File: src/rtl/req_err_capture_if.sv
// Compare-channel strobes, capture readout and status bundle for req_err_capture.
// err_ts exists only when ERR_TIMESTAMP_EN is defined.
interface req_err_capture_if #(
    parameter int NCH  = 8,
    parameter int DW   = 64,
    parameter int SELW = 4,
    parameter int CNTW = 16,
    parameter int TSW  = 32
);
    logic [NCH-1:0]    err_strb;
    logic [NCH*DW-1:0] expc_bus;
    logic [NCH*DW-1:0] seen_bus;
    logic              clr;
    logic [SELW-1:0]   err_sel;
    logic [DW-1:0]     expc_err;
    logic [DW-1:0]     seen_err;
    logic [SELW-1:0]   err_chan;
    logic              err_flag;
    logic [NCH-1:0]    chan_err;
    logic [CNTW-1:0]   err_cnt;
`ifdef ERR_TIMESTAMP_EN
    logic [TSW-1:0]    err_ts;
`endif

    modport master (
        output err_strb, expc_bus, seen_bus, clr, err_sel,
`ifdef ERR_TIMESTAMP_EN
        input  err_ts,
`endif
        input  expc_err, seen_err, err_chan, err_flag, chan_err, err_cnt
    );

    modport slave (
        input  err_strb, expc_bus, seen_bus, clr, err_sel,
`ifdef ERR_TIMESTAMP_EN
        output err_ts,
`endif
        output expc_err, seen_err, err_chan, err_flag, chan_err, err_cnt
    );
endinterface

File: src/rtl/req_err_capture.sv
// Sticky first-error capture per compare channel with registered readout mux.
// Optional ERR_TIMESTAMP_EN adds a free-running timestamp latched on first error.
module req_err_capture #(
    parameter int NCH  = 8,
    parameter int DW   = 64,
    parameter int SELW = 4,
    parameter int CNTW = 16,
    parameter int TSW  = 32
) (
    input  logic            clk,
    input  logic            reset,
    req_err_capture_if.slave bus
);
    localparam int SW = CNTW + SELW + 1;
    localparam logic [SW-1:0] CMAX = SW'({CNTW{1'b1}});

    logic [DW-1:0]   cap_expc_q [NCH];
    logic [DW-1:0]   cap_expc_d [NCH];
    logic [DW-1:0]   cap_seen_q [NCH];
    logic [DW-1:0]   cap_seen_d [NCH];
    logic [NCH-1:0]  chan_err_q, chan_err_d;
    logic            err_flag_q, err_flag_d;
    logic [SELW-1:0] err_chan_q, err_chan_d;
    logic [CNTW-1:0] err_cnt_q, err_cnt_d;
    logic [DW-1:0]   expc_err_q, expc_err_d;
    logic [DW-1:0]   seen_err_q, seen_err_d;
    logic [SELW-1:0] first_code;
    logic [SELW-1:0] rd_code;
    logic [SW-1:0]   pc;
    logic [SW-1:0]   sum;
    logic            first_hit;

    always_comb begin
        first_code = '0;
        pc         = '0;
        for (int k = NCH - 1; k >= 0; k--) begin
            if (bus.err_strb[k]) first_code = SELW'(k + 1);
        end
        for (int k = 0; k < NCH; k++) begin
            pc = pc + SW'(bus.err_strb[k]);
        end
        sum       = SW'(err_cnt_q) + pc;
        first_hit = !bus.clr && !err_flag_q && (|bus.err_strb);
    end

    always_comb begin
        chan_err_d = chan_err_q;
        err_flag_d = err_flag_q;
        err_chan_d = err_chan_q;
        err_cnt_d  = err_cnt_q;
        for (int k = 0; k < NCH; k++) begin
            cap_expc_d[k] = cap_expc_q[k];
            cap_seen_d[k] = cap_seen_q[k];
        end
        if (bus.clr) begin
            chan_err_d = '0;
            err_flag_d = 1'b0;
            err_chan_d = '0;
            err_cnt_d  = '0;
            for (int k = 0; k < NCH; k++) begin
                cap_expc_d[k] = '0;
                cap_seen_d[k] = '0;
            end
        end else begin
            for (int k = 0; k < NCH; k++) begin
                if (bus.err_strb[k] && !chan_err_q[k]) begin
                    cap_expc_d[k] = bus.expc_bus[k*DW +: DW];
                    cap_seen_d[k] = bus.seen_bus[k*DW +: DW];
                    chan_err_d[k] = 1'b1;
                end
            end
            if (first_hit) begin
                err_flag_d = 1'b1;
                err_chan_d = first_code;
            end
            err_cnt_d = (sum > CMAX) ? CNTW'(CMAX) : CNTW'(sum);
        end
    end

    // Select 0 follows the first failing channel; err_chan is 0 until one exists
    always_comb begin
        rd_code    = (bus.err_sel == '0) ? err_chan_q : bus.err_sel;
        expc_err_d = '0;
        seen_err_d = '0;
        for (int k = 0; k < NCH; k++) begin
            if (rd_code == SELW'(k + 1)) begin
                expc_err_d = cap_expc_q[k];
                seen_err_d = cap_seen_q[k];
            end
        end
    end

    always_ff @(posedge clk or posedge reset) begin
        if (reset) begin
            chan_err_q <= '0;
            err_flag_q <= 1'b0;
            err_chan_q <= '0;
            err_cnt_q  <= '0;
            expc_err_q <= '0;
            seen_err_q <= '0;
            for (int k = 0; k < NCH; k++) begin
                cap_expc_q[k] <= '0;
                cap_seen_q[k] <= '0;
            end
        end else begin
            chan_err_q <= chan_err_d;
            err_flag_q <= err_flag_d;
            err_chan_q <= err_chan_d;
            err_cnt_q  <= err_cnt_d;
            expc_err_q <= expc_err_d;
            seen_err_q <= seen_err_d;
            for (int k = 0; k < NCH; k++) begin
                cap_expc_q[k] <= cap_expc_d[k];
                cap_seen_q[k] <= cap_seen_d[k];
            end
        end
    end

`ifdef ERR_TIMESTAMP_EN
    logic [TSW-1:0] ts_q, ts_d;
    logic [TSW-1:0] err_ts_q, err_ts_d;

    always_comb begin
        ts_d     = ts_q + TSW'(1);
        err_ts_d = err_ts_q;
        if (bus.clr) err_ts_d = '0;
        else if (first_hit) err_ts_d = ts_q;
    end

    always_ff @(posedge clk or posedge reset) begin
        if (reset) begin
            ts_q     <= '0;
            err_ts_q <= '0;
        end else begin
            ts_q     <= ts_d;
            err_ts_q <= err_ts_d;
        end
    end

    assign bus.err_ts = err_ts_q;
`endif

    assign bus.expc_err = expc_err_q;
    assign bus.seen_err = seen_err_q;
    assign bus.err_chan = err_chan_q;
    assign bus.err_flag = err_flag_q;
    assign bus.chan_err = chan_err_q;
    assign bus.err_cnt  = err_cnt_q;
endmodule

File: src/flat_wrapper.sv
// flat-port wrapper written by rule: the top's interface ports become plain ports
module req_err_capture_flat 
#(
    parameter int NCH  = 8,
    parameter int DW   = 64,
    parameter int SELW = 4,
    parameter int CNTW = 16,
    parameter int TSW  = 32
)
  (clk, reset, bus_err_strb, bus_expc_bus, bus_seen_bus, bus_clr, bus_err_sel, bus_expc_err, bus_seen_err, bus_err_chan, bus_err_flag, bus_chan_err, bus_err_cnt);
  req_err_capture_if #(.NCH(NCH), .DW(DW), .SELW(SELW), .CNTW(CNTW), .TSW(TSW)) bus_i ();
  input  logic clk;
  input  logic reset;
  input wire logic [$bits(bus_i.err_strb)-1:0] bus_err_strb;
  input wire logic [$bits(bus_i.expc_bus)-1:0] bus_expc_bus;
  input wire logic [$bits(bus_i.seen_bus)-1:0] bus_seen_bus;
  input wire logic [$bits(bus_i.clr)-1:0] bus_clr;
  input wire logic [$bits(bus_i.err_sel)-1:0] bus_err_sel;
  output wire logic [$bits(bus_i.expc_err)-1:0] bus_expc_err;
  output wire logic [$bits(bus_i.seen_err)-1:0] bus_seen_err;
  output wire logic [$bits(bus_i.err_chan)-1:0] bus_err_chan;
  output wire logic [$bits(bus_i.err_flag)-1:0] bus_err_flag;
  output wire logic [$bits(bus_i.chan_err)-1:0] bus_chan_err;
  output wire logic [$bits(bus_i.err_cnt)-1:0] bus_err_cnt;
  assign bus_i.err_strb = bus_err_strb;
  assign bus_i.expc_bus = bus_expc_bus;
  assign bus_i.seen_bus = bus_seen_bus;
  assign bus_i.clr = bus_clr;
  assign bus_i.err_sel = bus_err_sel;
  assign bus_expc_err = bus_i.expc_err;
  assign bus_seen_err = bus_i.seen_err;
  assign bus_err_chan = bus_i.err_chan;
  assign bus_err_flag = bus_i.err_flag;
  assign bus_chan_err = bus_i.chan_err;
  assign bus_err_cnt = bus_i.err_cnt;
  req_err_capture #(.NCH(NCH), .DW(DW), .SELW(SELW), .CNTW(CNTW), .TSW(TSW)) u_core (.clk(clk), .reset(reset), .bus(bus_i));
endmodule
File: config.mk
export PLATFORM = sky130hd
export DESIGN_NAME = req_err_capture_flat
export DESIGN_NICKNAME = d
export VERILOG_FILES = /design/src/rtl/req_err_capture_if.sv /design/src/rtl/req_err_capture.sv /design/src/flat_wrapper.sv
export SDC_FILE = /design/constraint.sdc
export NUM_CORES = 2
export LEC_CHECK = 0
export ABC_CLOCK_PERIOD_IN_PS = 100300
export CORE_AREA = 3 3 460 462
export CTS_CLUSTER_DIAMETER = 200
export DETAILED_ROUTE_END_ITERATION = 10
export DIE_AREA = 0 0 463 465
export HOLD_SLACK_MARGIN = 0.06
export MAX_ROUTING_LAYER = met4
export SLEW_MARGIN = 20
export SYNTH_ARGS = -nofsm -noshare
export SYNTH_HDL_FRONTEND = slang
export SYNTH_SLANG_ARGS = --single-unit
File: constraint.sdc
create_clock -name clk -period 100.3 [get_ports clk]
set_clock_uncertainty 0.05 [all_clocks]
set_input_delay 15.045 -clock clk [delete_from_list [all_inputs] [get_ports clk]]
set_output_delay 15.045 -clock clk [all_outputs]
set_load 0.1 [all_outputs]
-- After elaboration in Yosys (flattened, before gate mapping)
Cells that the tools add are included.
- add/sub/neg operators: 8
- order comparisons: 1
- equal/unequal tests: 8
- muxes and demuxes: 58
- reduce and logical (&&, ||, !) cells: 31
- operators with widths (kind ; number):
    $mux W64 ; 32
    $mux W512 ; 2
    $add A21 B1 Y21 ; 6
    $mux W4 ; 11
    $mux W16 ; 2
    $add A16 B21 Y21 ; 1
    $gt A21 B16 Y1 const B ; 1
    $reduce_bool A2 Y1 ; 9
    $eq A4 B3 Y1 const B ; 4
    $logic_and A1 B1 Y1 ; 10
    $logic_not A1 Y1 ; 10
    $mux W1 ; 10
    $eq A4 B2 Y1 const B ; 2
    $mux W8 ; 1
    $reduce_or A8 Y1 ; 1
    $eq A4 B1 Y1 const B ; 1
    $eq A4 B4 Y1 const B ; 1
    $logic_not A4 Y1 ; 1
    $add A1 B1 Y2 ; 1
- bits in registers: 1181
- input port bits: 1039
- output and inout port bits: 157
- word-level logic and storage cells: 135

-- Logic depth before layout (Yosys ltp)
- depth after elaboration: 11
- mapped depth: 16
- depth with buffers taken out: 15

-- Least setup slack after synthesis
OpenSTA, ideal clock, no wires.
- path type: in2reg
- from: in bus_err_strb[1]
- to: reg u_core.err_cnt_q[11], in the netlist u_core.bus.err_cnt[11]
- setup time: 0.083 ns
- arrival time: 18.586 ns
- required time: 100.167 ns
- slack: 81.581 ns
- cell stages on the path: 16
- buffers on the path: 1
- cells stage by stage: inv_1 -> ha_1 -> inv_1 -> fa_1 -> fa_1 -> fa_1 -> inv_1 -> ha_1 -> inv_1 -> fa_1 -> nor2b_1 -> o31a_1 -> o21ai_0 -> or2_2 -> clkbuf_1 -> a31oi_1
- longest elaborated chain between the ends: 11
- ends and longest elaborated chain (what ; line ; text):
    from (decl) ; flat_wrapper.sv:14 ; input wire logic [$bits(bus_i.err_strb)-1:0] bus_err_strb;
    $add A1 B1 Y2 * ; req_err_capture.sv:40 ; pc = pc + SW'(bus.err_strb[k]);
    $add A21 B1 Y21 * (6 in series) ; req_err_capture.sv:40 ;
    $add A16 B21 Y21 * ; req_err_capture.sv:42 ; sum = SW'(err_cnt_q) + pc;
    $gt A21 B16 Y1 ; req_err_capture.sv:76 ; err_cnt_d = (sum > CMAX) ? CNTW'(CMAX) : CNTW'(sum);
    $mux W16 * ; req_err_capture.sv:76 ;
    $mux W16 * ; req_err_capture.sv:55 ; if (bus.clr) begin
    net u_core.err_cnt_d[11] ; req_err_capture.sv:24 ; logic [CNTW-1:0] err_cnt_q, err_cnt_d;
    to (signal assigned) ; req_err_capture.sv:109 ; err_cnt_q <= err_cnt_d;
    to (decl) ; req_err_capture.sv:24 ;
The timed path passes the listed nets; every way through them passes the cells marked *.
A chain may end at the register's enable or synchronous reset.

==> results.md <==
* Worst vdd ir at 0.01596 mV
* Detailed-route DRC error count at 0
* TritonCTS clock tree: built
* Worst path required time at 100.98 ns
* Clock Latency Late Sink at 0.78 ns
* Hold buffers post-CTS at 0
* Number of global-route vias before repair at 48284
* Initial antenna violation count at 131
* Drt initial violations at 6299
* Final Cycle Share at 0.1967
* Path depth of the worst reg2reg path at 8
* Clk slew on worst S/H paths at 0.06 ns
* Switch Pwr at 0.0003894 W
* Ports at 1196
* Ys async rst share at 1.000
* CTS Sinks at 1181
* HP Class: flip-flop to flip-flop
* Worst setup path startpoint: reset
* Register area share after synthesis at 0.5707
* Mapped Cells at 4532
* RSZ-0062 raised after global routing: no
* Top cells by area, synth: dfrtp_1 57%, a22o_1 17%, clkbuf_1 3.0%
* Most frequently used flop master after synthesis: dfrtp_1
* Nets at 6534
* Status: finished, final reports clean
* Via count at 48899
* DR pass1 iterations at 6
* Largest net degree at the start of global routing at 179
* Grt total ovfl at 0
* Most frequent cells in the layout: 1181 x dfrtp_1, 1162 x clkdlybuf4s50_1, 1025 x a22o_1
* Starting Density at 0.2496
* Register share of total power at 0.408
* Post-route ant nets at 0
* Critical path launch point type: input pin
* Synth top area share at 0.5707
* Internal power at 0.0009042 W
* Synthesized net count at 5588
* Die area at 215300 um^2
* Dpl hpwl at 196200 um
* Cell Count Post-Placement at 8124
* Fin Setup TNS at 0 ns
* H-tree depth at 4
* Combinational Power Share at 0.180
* Final Power at 0.001294 W
* Filler instances at 20671
* Worst setup path end: u_core.cap_seen_q[85]$_DFFE_PP0P_
* Die W at 463 um
* GRT Util Overall at 0.2661
* Die Span Y at 465 um
* Clk root buf: clkbuf_16
* Max-cap violations at 0
* Post-CTS setup buffer count at 0
* EDFF count, synth at 0
* Vias per Instance at 5.754
* Lkg Pwr at 30.67 nW
* Slew margin rel. at 0.2260
* Pwr Density at 18.12 nW/um^2
* Register-to-register setup slack at 95.17 ns
* Placer Congestion at 0.9535
* YS warnings at 0
* FF+latch count, synth at 1181
* Slew @ Worst Pin at 1.157 ns
* Final Hold Viols at 0
* Bufs on Longest Clock Path at 3
* Area leader, netlist: dfrtp_1
* First-pass GRT wire length at 400500 um
* Worst-path fanout max at 178
* Share of layout cells above drive strength 1 at 0.07523
* Final WL at 289500 um
* Fmax at 50.69 MHz
* R2R Path End: u_core.bus.seen_err[14]$_DFF_PP0_
* Cell Area, Synth at 51790 um^2
* Num CTS Buffers at 140
* Max-slew violations at 0
* Reg2reg start: u_core.bus.err_chan[0]$_DFFE_PP0P_
* Average wire per standard cell at 34.07 um
* Minimum clock period at 19.73 ns
* Sw frac at 0.3010
* # setup viols final at 0
* Most common cell after layout, fill and taps aside: dfrtp_1
* Port bufs at 1195
* Clk pwr share at 0.412
* Post-cts sizing count at 0
* Area delta synth->final at 37.86%
* Post-Layout Cell Count at 8499
* Crit. End Element: async pin
* Avg Cell Area, Syn at 11.43 um^2
* Distinct cell type count after synthesis at 59
* Core Box Area at 207500 um^2
* Crit path DAT at 20.41 ns
* Rows at 167
* Setup CP Type: input pin to async pin
==> how the worst min path moves through the flow <==
stage                                                  start                            endpoint  slack (ns)  cells after the start
after floorplan             u_core.cap_expc_q[0]$_DFFE_PP0P_    u_core.bus.expc_err[0]$_DFF_PP0_        0.40                      2
after global placement     u_core.cap_seen_q[58]$_DFFE_PP0P_   u_core.bus.seen_err[58]$_DFF_PP0_        0.43                      2
after detailed placement    u_core.cap_expc_q[3]$_DFFE_PP0P_    u_core.bus.expc_err[3]$_DFF_PP0_        0.42                      2
after CTS                   u_core.cap_expc_q[3]$_DFFE_PP0P_    u_core.bus.expc_err[3]$_DFF_PP0_        0.44                      2
after global routing      u_core.cap_seen_q[497]$_DFFE_PP0P_  u_core.cap_seen_q[497]$_DFFE_PP0P_        0.46                      1
final                      u_core.cap_expc_q[13]$_DFFE_PP0P_   u_core.bus.expc_err[13]$_DFF_PP0_        0.44                      2
==> metrics by stage <==
stage / hold slack (ns) / cell area (um^2) / utilization / setup WS (ns)
after floorplan: 0.4002 / 51790 / - / 51.94
after global placement: 0.4258 / 66370 / 0.3199 / 79.73
after detailed placement: 0.4208 / 66350 / 0.3198 / 79.70
after CTS: 0.4390 / 71070 / 0.3425 / 80.55
after global routing: 0.4586 / 71350 / 0.3439 / 79.99
final: 0.4405 / 71390 / 0.3441 / 80.57
==> synth_stat cells, types with 2 or more instances <==
library cell  instances
clkbuf_2              7
a21oi_1             263
fa_1                  4
nor2_1               31
buf_6                 6
a21boi_0            116
and3_1               14
o21a_1                3
a31oi_1               5
nor2b_1               2
o21ai_0             156
a32oi_1              12
clkbuf_1            413
nand2b_1            118
ha_1                 13
nor3_1               12
a211oi_1            129
buf_1                45
nand2_1             121
nand4_1               3
a221o_1              11
xor2_1                7
o211ai_1              5
o31a_1                2
or2_2                 2
a22oi_1             116
buf_2                27
a21o_1                3
o221a_2              11
dfrtp_1            1181
o32a_1              116
or3_1               119
nor3b_1               2
buf_4                10
inv_1                27
o21ai_1              99
nor4b_4               2
or4b_1                2
mux2i_1               4
a22o_1             1025
nand3_1             270
==> metal layers <==
metal / share of wire / vias up / global-route usage / routed length (um)
li1: - / 19543 / - / -
met1: 0.39 / 25190 / 0.3282 / 112700
met2: 0.46 / 3578 / 0.4055 / 132600
met3: 0.11 / 588 / 0.08042 / 31030
met4: 0.045 / 0 / 0.1103 / 13140
met5: 0 / - / - / 0
==> power groups by stage <==
stage | registers [W] | clock network (W) | logic, W
final | 0.000528 | 0.000533 | 0.000233
after floorplan | 0.000569 | 0 | 0.0000837
after global placement | 0.000535 | 0 | 0.000232
after global routing | 0.000530 | 0.000560 | 0.000244
after detailed placement | 0.000535 | 0 | 0.000233
after CTS | 0.000527 | 0.000541 | 0.000234
==> sequential cells by signal (all words and copies together), names as in the netlist <==
register,cells
u_core.cap_expc_q,512
u_core.cap_seen_q,512
u_core.bus.expc_err,64
u_core.bus.seen_err,64
u_core.bus.err_cnt,16
u_core.bus.chan_err,8
u_core.bus.err_chan,4
u_core.bus.err_flag,1
==> kinds of logic after synthesis <==
| logic type | share of synthesized area |
|---|---|
| flip-flops | 0.5707 |
| multiplexers | 0.0009906 |
| XOR/XNOR | 0.001184 |
| adder cells (fa/ha/maj) | 0.004687 |
| AO/OA/AOI/OAI | 0.3092 |
| buffers and inverters | 0.04119 |
| AND/OR/NAND/NOR | 0.07212 |
==> worst max-delay path, stage by stage <==
cell,delay (ns)
clkdlybuf4s50_1,0.49
inv_8,0.61
buf_12,0.71
buf_4,0.78
buf_4,0.70
buf_4,0.83
buf_12,0.67
==> area by class of cell <==
cell class | instances | area, um^2 | area share
Sequential cell | 1181 | 29550 | 0.4139
Antenna cell | 128 | 320.3 | 0.004487
Tap cell | 2788 | 3488 | 0.04886
Clock inverter | 50 | 673.1 | 0.009429
Inverter | 27 | 116.4 | 0.001630
Clock buffer | 197 | 4054 | 0.05678
Multi-Input combinational cell | 2816 | 20370 | 0.2853
Timing Repair Buffer | 1312 | 12820 | 0.1796
No activity file was read; power rests on OpenSTA's default activity.
